`src/rtl/alu_share_arb.sv`:
```
// alu_share_arb: one combinational alu shared by two requesters.
//   Round-robin (or fixed-priority) grant, one operand register stage, and a
//   one-entry response buffer with valid/ready backpressure. op_count is a
//   saturating tally of delivered responses.
// Ports:
//   clk, rst                    clock, asynchronous active-high reset
//   req{0,1}_valid/_ready       requester handshake
//   req{0,1}_a/_b/_op/_sub      alu operands and operation select
//   rsp_valid/rsp_ready         response handshake
//   rsp_result, rsp_id          alu result and issuing requester
//   busy                        controller not idle
//   op_count                    saturating count of response handshakes

// alu: purely combinational.
//   a, b  operands; op selects the function; sub picks sub for add and
//   arithmetic shift for srl; y is the result.
module alu (
    input  logic [31:0] a,
    input  logic [31:0] b,
    input  logic [2:0]  op,
    input  logic        sub,
    output logic [31:0] y
);
    logic [4:0] shamt;
    assign shamt = b[4:0];

    always_comb begin
        y = '0;
        case (op)
            3'b000: y = sub ? (a - b) : (a + b);
            3'b001: y = a << shamt;
            3'b010: y = {31'b0, ($signed(a) < $signed(b))};
            3'b011: y = {31'b0, (a < b)};
            3'b100: y = a ^ b;
            3'b101: y = sub ? 32'($signed(a) >>> shamt) : (a >> shamt);
            3'b110: y = a | b;
            3'b111: y = a & b;
            default: y = '0;
        endcase
    end
endmodule

// State table:
//   IDLE | no op in flight, accepting requests
//   EXEC | operands latched, alu result captured at next edge
//   HOLD | response buffered until rsp_ready; may accept on the handshake edge
module alu_share_arb #(
    parameter int RR_EN = 1,
    parameter int CNT_W = 16
) (
    input  logic             clk,
    input  logic             rst,
    input  logic             req0_valid,
    output logic             req0_ready,
    input  logic [31:0]      req0_a,
    input  logic [31:0]      req0_b,
    input  logic [2:0]       req0_op,
    input  logic             req0_sub,
    input  logic             req1_valid,
    output logic             req1_ready,
    input  logic [31:0]      req1_a,
    input  logic [31:0]      req1_b,
    input  logic [2:0]       req1_op,
    input  logic             req1_sub,
    output logic             rsp_valid,
    input  logic             rsp_ready,
    output logic [31:0]      rsp_result,
    output logic             rsp_id,
    output logic             busy,
    output logic [CNT_W-1:0] op_count
);
    typedef enum logic [1:0] {
        IDLE = 2'd0,
        EXEC = 2'd1,
        HOLD = 2'd2
    } state_t;

    state_t      state;
    state_t      state_nx;
    logic        last_grant;
    logic [31:0] opnd_a;
    logic [31:0] opnd_b;
    logic [2:0]  opnd_op;
    logic        opnd_sub;
    logic        opnd_id;

    logic        can_acc;
    logic        grant;
    logic        accept;
    logic        rsp_done;
    logic [31:0] alu_y;

    alu u_alu (
        .a   (opnd_a),
        .b   (opnd_b),
        .op  (opnd_op),
        .sub (opnd_sub),
        .y   (alu_y)
    );

    // rsp_valid is always 1 in HOLD, so rsp_ready alone marks the handshake.
    assign rsp_done = (state == HOLD) && rsp_ready;
    assign can_acc  = (state == IDLE) || rsp_done;

    always_comb begin
        grant = 1'b0;
        if (req0_valid && req1_valid)
            grant = (RR_EN != 0) ? ~last_grant : 1'b0;
        else if (req1_valid)
            grant = 1'b1;
    end

    assign req0_ready = can_acc && !grant && req0_valid;
    assign req1_ready = can_acc &&  grant && req1_valid;
    assign accept     = req0_ready || req1_ready;
    assign busy       = (state != IDLE);

    always_ff @(posedge clk or posedge rst) begin
        if (rst)
            state <= IDLE;
        else
            state <= state_nx;
    end

    always_comb begin
        state_nx = state;
        case (state)
            IDLE: if (accept) state_nx = EXEC;
            EXEC: state_nx = HOLD;
            HOLD: if (rsp_done) state_nx = accept ? EXEC : IDLE;
            default: state_nx = IDLE;
        endcase
    end

    always_ff @(posedge clk or posedge rst) begin
        if (rst) begin
            last_grant <= 1'b1;
            opnd_a     <= '0;
            opnd_b     <= '0;
            opnd_op    <= '0;
            opnd_sub   <= 1'b0;
            opnd_id    <= 1'b0;
        end else if (accept) begin
            last_grant <= grant;
            opnd_a     <= grant ? req1_a   : req0_a;
            opnd_b     <= grant ? req1_b   : req0_b;
            opnd_op    <= grant ? req1_op  : req0_op;
            opnd_sub   <= grant ? req1_sub : req0_sub;
            opnd_id    <= grant;
        end
    end

    always_ff @(posedge clk or posedge rst) begin
        if (rst) begin
            rsp_valid  <= 1'b0;
            rsp_result <= '0;
            rsp_id     <= 1'b0;
        end else if (state == EXEC) begin
            rsp_valid  <= 1'b1;
            rsp_result <= alu_y;
            rsp_id     <= opnd_id;
        end else if (rsp_done) begin
            rsp_valid  <= 1'b0;
        end
    end

    always_ff @(posedge clk or posedge rst) begin
        if (rst)
            op_count <= '0;
        else if (rsp_done && (op_count != {CNT_W{1'b1}}))
            op_count <= op_count + CNT_W'(1);
    end
endmodule

```
`config.mk`:
```
export PLATFORM = sky130hd
export DESIGN_NAME = alu_share_arb
export DESIGN_NICKNAME = d
export VERILOG_FILES = /design/src/rtl/alu_share_arb.sv
export SDC_FILE = /design/constraint.sdc
export NUM_CORES = 1
export LEC_CHECK = 0
export BUFFER_PORTS_ARGS = -buffer_cell sky130_fd_sc_hd__buf_2
export CORE_UTILIZATION = 25
export CTS_BUF_LIST = sky130_fd_sc_hd__clkbuf_2
export DETAILED_ROUTE_END_ITERATION = 16
export GPL_TIMING_DRIVEN = 0
export PLACE_DENSITY = 0.52
export SLEW_MARGIN = 20
export SYNTH_ARGS = -nofsm -noshare
export SYNTH_HDL_FRONTEND = slang
export SYNTH_SLANG_ARGS = --single-unit
```
`constraint.sdc`:
```
create_clock -name clk -period 9.5 [get_ports clk]
set_input_delay 0 -clock clk [delete_from_list [all_inputs] [get_ports clk]]
set_output_delay 0 -clock clk [all_outputs]
set_load 0.005 [all_outputs]
```
; ---- Yosys cells after proc, flatten, opt, wreduce, memory -nomap -nowiden
; Index checks and enable logic that the tools add are counted.
[totals]
ff_bits = 122
latch_bits = 0
ramBits = 0
mem_bits_ro = 0
out_inout_bits = 53
elab_cells = 65
mem_count = 0
[op_classes]
n_addsub = 3
n_mul = 0
div = 0
magnitude_cmp = 2
n_eq_ne = 12
n_shift = 3
muxes = 15
bitwise_logic = 4
n_reduce_logical = 15
[ops]
columns = cell, count
row1 = $pmux W32 S8, 1
row2 = $mux W32, 4
row3 = $lt A32 B32 Y1, 2
row4 = $add A32 B32 Y32, 1
row5 = $and A32 B32 Y32, 1
row6 = $or A32 B32 Y32, 1
row7 = $shl A32 B5 Y32, 1
row8 = $shr A32 B5 Y32, 1
row9 = $sshr A32 B5 Y32, 1
row10 = $sub A32 B32 Y32, 1
row11 = $xor A32 B32 Y32, 1
row12 = $add A16 B1 Y16 const B, 1
row13 = $ne A16 B16 Y1 const B, 1
row14 = $eq A3 B3 Y1 const B, 4
row15 = $logic_and A1 B1 Y1, 7
row16 = $eq A3 B2 Y1 const B, 2
row17 = $mux W1, 6
row18 = $pmux W2 S3, 1
row19 = $mux W2, 2
row20 = $ne A2 B2 Y1 const B, 2
row21 = $reduce_bool A2 Y1, 2
row22 = $eq A3 B1 Y1 const B, 1
row23 = $logic_not A3 Y1, 1
row24 = $mux W3, 1
row25 = 7 further kinds, 8

; ---- Logic depth before layout (Yosys ltp)
[depth]
ltp_word = 9
ltp_mapped = 14
depth_no_buf = 11

; ---- By module
; A second synthesis with hierarchy kept.
[unflattened]
hier_cells = 1778
hier_area_um2 = 14169.8
[by_module_without_submodules]
columns = module, instances, cells_per_inst, area_each_um2, seq_area_each_um2
row1 = alu, 1, 1319, 8784.7, 0.0
row2 = alu_share_arb, 1, 459, 5385.2, 3054.2

; ---- Worst setup path before layout
; Ideal clock, no wire load.
[synth_timing]
path_type = register to register
start = reg opnd_b[2]
end = reg rsp_result[28]
setup_ns = 0.131
t_arrival_ns = 3.340
t_required_ns = 9.369
slack_ns = 6.029
path_stages_with_launch = 14
period_less_slack_ns = 3.471
path_cell_list = dfrtp_1 -> inv_1 -> buf_2 -> buf_1 -> buf_1 -> ha_1 -> o21bai_1 -> a2111oi_2 -> o2111ai_1 -> a311oi_2 -> o21a_1 -> o31ai_1 -> mux2i_1 -> or3_1
[synth_between]
elab_chain_cells = 3
[synth_rtl]
columns = item, line_no
row1 = "start, declared", 82  ; logic [31:0] opnd_b;
row2 = "start signal, assigned", 146  ; opnd_b <= grant ? req1_b : req0_b;
row3 = "$add A32 B32 Y32, or another cell as far along", 30  ; 3'b000: y = sub ? (a - b) : (a + b);
row4 = "$mux W32, on equally long branches", "30, 35"
row5 = $pmux W32 S8 *, 29  ; case (op)
row6 = "end signal, assigned", 160  ; rsp_result <= alu_y;
row7 = "end, declared", 67  ; output logic [31:0] rsp_result,
; Every way passes the cells marked *; elsewhere a longest branch is shown, timed or not.
; A chain may end at the register's enable or synchronous reset.

; ---- Worst setup path after layout
[layout_timing]
start = reg opnd_b[3]
end = reg rsp_result[31]
; Same word-level chain as after synthesis.

==> impl_summary.md <==
Status
The run finished with clean final reports.

Setup path
The slowest library cell on the worst path is sky130_fd_sc_hd__o31ai_1. The critical path runs through a total of 13 cells. The endpoint of the worst register-to-register path is rsp_result[31]. The critical path capture point type is a register.

The number of buffers and inverters on the critical path is 4. The worst register-to-register path begins at opnd_b[3]. Along the worst path, the maximum fanout reaches 11. Data arrives at the worst endpoint at 6.71 ns. The delay of the slowest critical-path stage is 0.92 ns. Walking the worst path, the cells encountered are clkbuf_1, clkinv_1, clkbuf_1, buf_1, ha_1, nor2_1, o211ai_1, a21oi_1, a21oi_1, o22a_1, o31ai_1, a2111oi_2, a211oi_1. Among cell families on the critical path, the largest total delay comes from compound AO/OA/AOI/OAI gates. The worst reg-to-reg path cell count is 13. The element type at the critical path start is a register.

The critical path is of the reg2reg type. STA puts the critical path data required time at 10.41 ns. The worst register-to-register path has a setup slack of 3.69 ns.

Min path
Counting instances, the worst hold path has a depth of 5. The min-delay analysis places its worst path in the category in2reg. The worst hold path terminates at opnd_a[30]. In this run the most critical hold path is launched from req1_a[30].

Finish
The area taken by multi-input logic gates is 10,100 um2. The sequential cells in the finished layout cover a total of 3050 um2. The non-filler instance count after layout is 3,034.

The filler cells instantiated in the layout total 5,967. In the final layout, the share of cells above drive strength 1 is 0.152. The post-layout instance area is 19,200 um2. The number of nets in the final layout is 2,512.

From synthesis to final layout, the design area changed by 35.4%.

CTS
Counting the buffers created by CTS gives 17. The clock passes through at most 2 buffers. The buffer type at the clock tree root is sky130_fd_sc_hd__clkbuf_2. TritonCTS built the clock tree.

The count of buffers added by post-CTS timing repair for setup is 0. The post-cts hold buffer count is 282. After clock tree synthesis, the clock-pin slew on the worst setup and hold paths is 0.32 ns.

For this design, the sink count on the clock tree is 122. The clock latency on the worst-skew pair is 1.07 ns. In this run, post-CTS repair resized a total of 0 instances. The clock tree synthesis step divided the H-tree into 4 levels.

Timing
The max-slew violation total from the final report was 0. Setup repair after global routing left no endpoint under its margin. Of the available clock period, the critical path in the final layout requires 0.611. Across all hold checks on the routed design, the worst slack comes to 0.288 ns. At the pin with the least slew margin, the transition time is 1.21 ns. The highest achievable clock rate is 172 MHz. In the final timing run, aggregate negative setup slack is 0 ns. The worst path meets setup with 3.69 ns of slack. The relative max-transition margin is 0.191. The number of failing hold endpoints at the final stage is 0. The smallest clock period supported by the final layout is computed as 5.81 ns. Clock skew on the completed layout was measured at 0.102 ns. Setup violations remaining at the end of the flow were counted as 0.

Synthesis
After synthesis, the share of flip-flops with an asynchronous set or reset is 1.00. After synthesis the netlist holds a flip-flop and latch count of 122. Of the post-synthesis cell area, the part taken by muxes is 0.175. The top-area cell type share of the netlist area is 0.214. The XOR/XNOR share of the synthesized area is 0.0186. The post-synthesis compound-gate area fraction is 0.264. By area, the combinational part of the netlist is dominated by compound AO/OA/AOI/OAI gates. Sorting the synthesized cells by how often they occur yields sky130_fd_sc_hd__nor2_1, sky130_fd_sc_hd__a21oi_1, sky130_fd_sc_hd__nand2_1. The synthesized netlist occupies a cell area of 14,100 um2.

The Yosys warning count is 0. The synthesized instance count is 1,776. The adder-cell share of the synthesized area is 0.0895. Sorting the synthesized cells by area gives the leading types as sky130_fd_sc_hd__dfrtp_1, sky130_fd_sc_hd__ha_1, sky130_fd_sc_hd__mux2i_1. The synthesized net count is 2,017. The number of different library cells used by synthesis comes to 85.

The commonest register cell after synthesis is sky130_fd_sc_hd__dfrtp_1. The cell accounting for the most synthesized area is sky130_fd_sc_hd__dfrtp_1. The basic-gate share of the synthesized area counting and, or, nand and nor cells is 0.167.

Counting flops with a built-in enable in the synthesized netlist gives 0. For this run, the register share of the synthesized area comes to 0.216. Yosys instantiated no cell more often than sky130_fd_sc_hd__nor2_1. The post-synthesis area per instance is 7.97 um2.

Pwr
Power spread over the standard cell area amounts to 450 nW/um2. Across the VDD grid, the largest voltage drop is 0.000134 V. In this run the static leakage power is 0.00807 uW.

Route
For this block, the via count after detailed routing is 17,400. The pre-antenna-repair detailed-routing pass consisted of 6 iterations. In the routed design, unresolved DRC markers number 0. The count of nets left with antenna violations once routing finished came out at 0. The number of DRC markers after the initial detailed-route iteration is 1,804. The number of vias per cell after detailed routing is 5.74. The detailed-route wire length per cell is 28.4 um. The routed wire length is 86,200 um.

Die
For this design the top-level I/O count stands at 194. The total die area is 57,600 um2. In this run the standard cell core region covers 55,500 um2. The placement row count is 86.

The height of the chip is 240 um. The starting density of the core is 0.255. The floorplan die width is 240 um.

Global route
The total global-route track usage is 0.301. The number of antenna violations at the first check in global routing is 4. The sum of overflow across all layers after global routing is 0. The first global-routing pass estimated 123,000 um of wire. The via count of the first global-routing pass came to 17,400. Entering global routing, the biggest net connects 69 pins.

Placed design
The final weighted congestion in routability-driven placement is 1.06. The placed cell count is 2,718. The placement-stage cell area is 16,100 um2. OpenSTA, run right after detailed placement, puts the worst setup slack at 3.96 ns.

The post-DP HPWL is 65,100 um. Buffers placed on the I/O ports in this run total 193.

Job
The tool flagged a number of max-cap violations equal to 0.
==> cells in the final DEF (no fill, tap or decap), types with 32 or more instances in the layout <==
master and instances:
sky130_fd_sc_hd__inv_1 93, sky130_fd_sc_hd__a211oi_1 32, sky130_fd_sc_hd__ha_1 98, sky130_fd_sc_hd__nor2_1 267, sky130_fd_sc_hd__nand2_1 123, sky130_fd_sc_hd__dfrtp_1 121, sky130_fd_sc_hd__clkbuf_1 89, sky130_fd_sc_hd__buf_2 213
sky130_fd_sc_hd__o21ai_0 100, sky130_fd_sc_hd__dlygate4sd3_1 281, sky130_fd_sc_hd__a21oi_1 197, sky130_fd_sc_hd__mux2i_1 103, sky130_fd_sc_hd__nor3_1 32, sky130_fd_sc_hd__mux4_2 43
==> cells by family after synthesis <==
family,Yosys count
muxes,176
buffers and inverters,238
DFF,122
adders and majority gates,100
AOI/OAI and AO/OA,572
and+or+nand+nor,538
xor gates and xnor gates,30
==> worst min-delay path: cells and delay by family <==
| kind | cells | cell delay, ns |
|---|---|---|
| buffers and inverters | 3 | 1.17 |
| multiplexers | 1 | 0.06 |
| AO/OA/AOI/OAI | 1 | 0.13 |
==> layout make-up <==
cell class / instances / area share
well taps: 748 / 0.0489
multi-input cells: 1416 / 0.527
clock inverters: 14 / 0.00718
diodes: 3 / 0.000392
repair buffers: 476 / 0.200
inverters: 97 / 0.0194
plain buffers: 141 / 0.0329
flip-flops and latches: 122 / 0.159
clock buffers: 17 / 0.00444
==> worst max-delay path by stage <==
stage / from / to / slack [ns]
after global routing: opnd_b[3] / rsp_result[31] / 3.53
final: opnd_b[3] / rsp_result[31] / 3.69
after CTS: opnd_b[3] / rsp_result[31] / 3.91
after global placement: opnd_b[3] / rsp_result[20] / 3.90
after detailed placement: opnd_b[3] / rsp_result[31] / 3.96
after floorplan: opnd_b[2] / rsp_result[28] / 6.03
==> routing by layer <==
metal | share of wire | wire (um) | vias to the layer above | track usage
li1 | - | - | 7533 | -
met2 | 0.46 | 39800 | 971 | 0.485
met4 | 0.052 | 4450 | 4 | 0.155
met3 | 0.084 | 7230 | 193 | 0.0635
met1 | 0.40 | 34800 | 8722 | 0.378
met5 | 0.00027 | 23 | - | 0
==> registers in the layout (all words and copies together), names as in the netlist <==
signal,count
opnd_op,3
rsp_result,32
opnd_a,32
op_count,16
last_grant,1
rsp_id,1
opnd_b,32
rsp_valid,1
opnd_sub,1
opnd_id,1
state,2
==> report_power, final <==
part	switching (uW)	internal (uW)	leakage [uW]
clock network	271	101	0.000133
registers	537	748	0.00141
logic	4560	2410	0.00652
total	5370	3260	0.00807
==> metrics by stage <==
step                      total power (uW)   util
after floorplan                       5000      -
after global placement                7720  0.289
after detailed placement              7660  0.290
after CTS                             8390  0.345
after global routing                  9030  0.345
final                                 8630  0.345
Power figures use the tool's default switching activity.
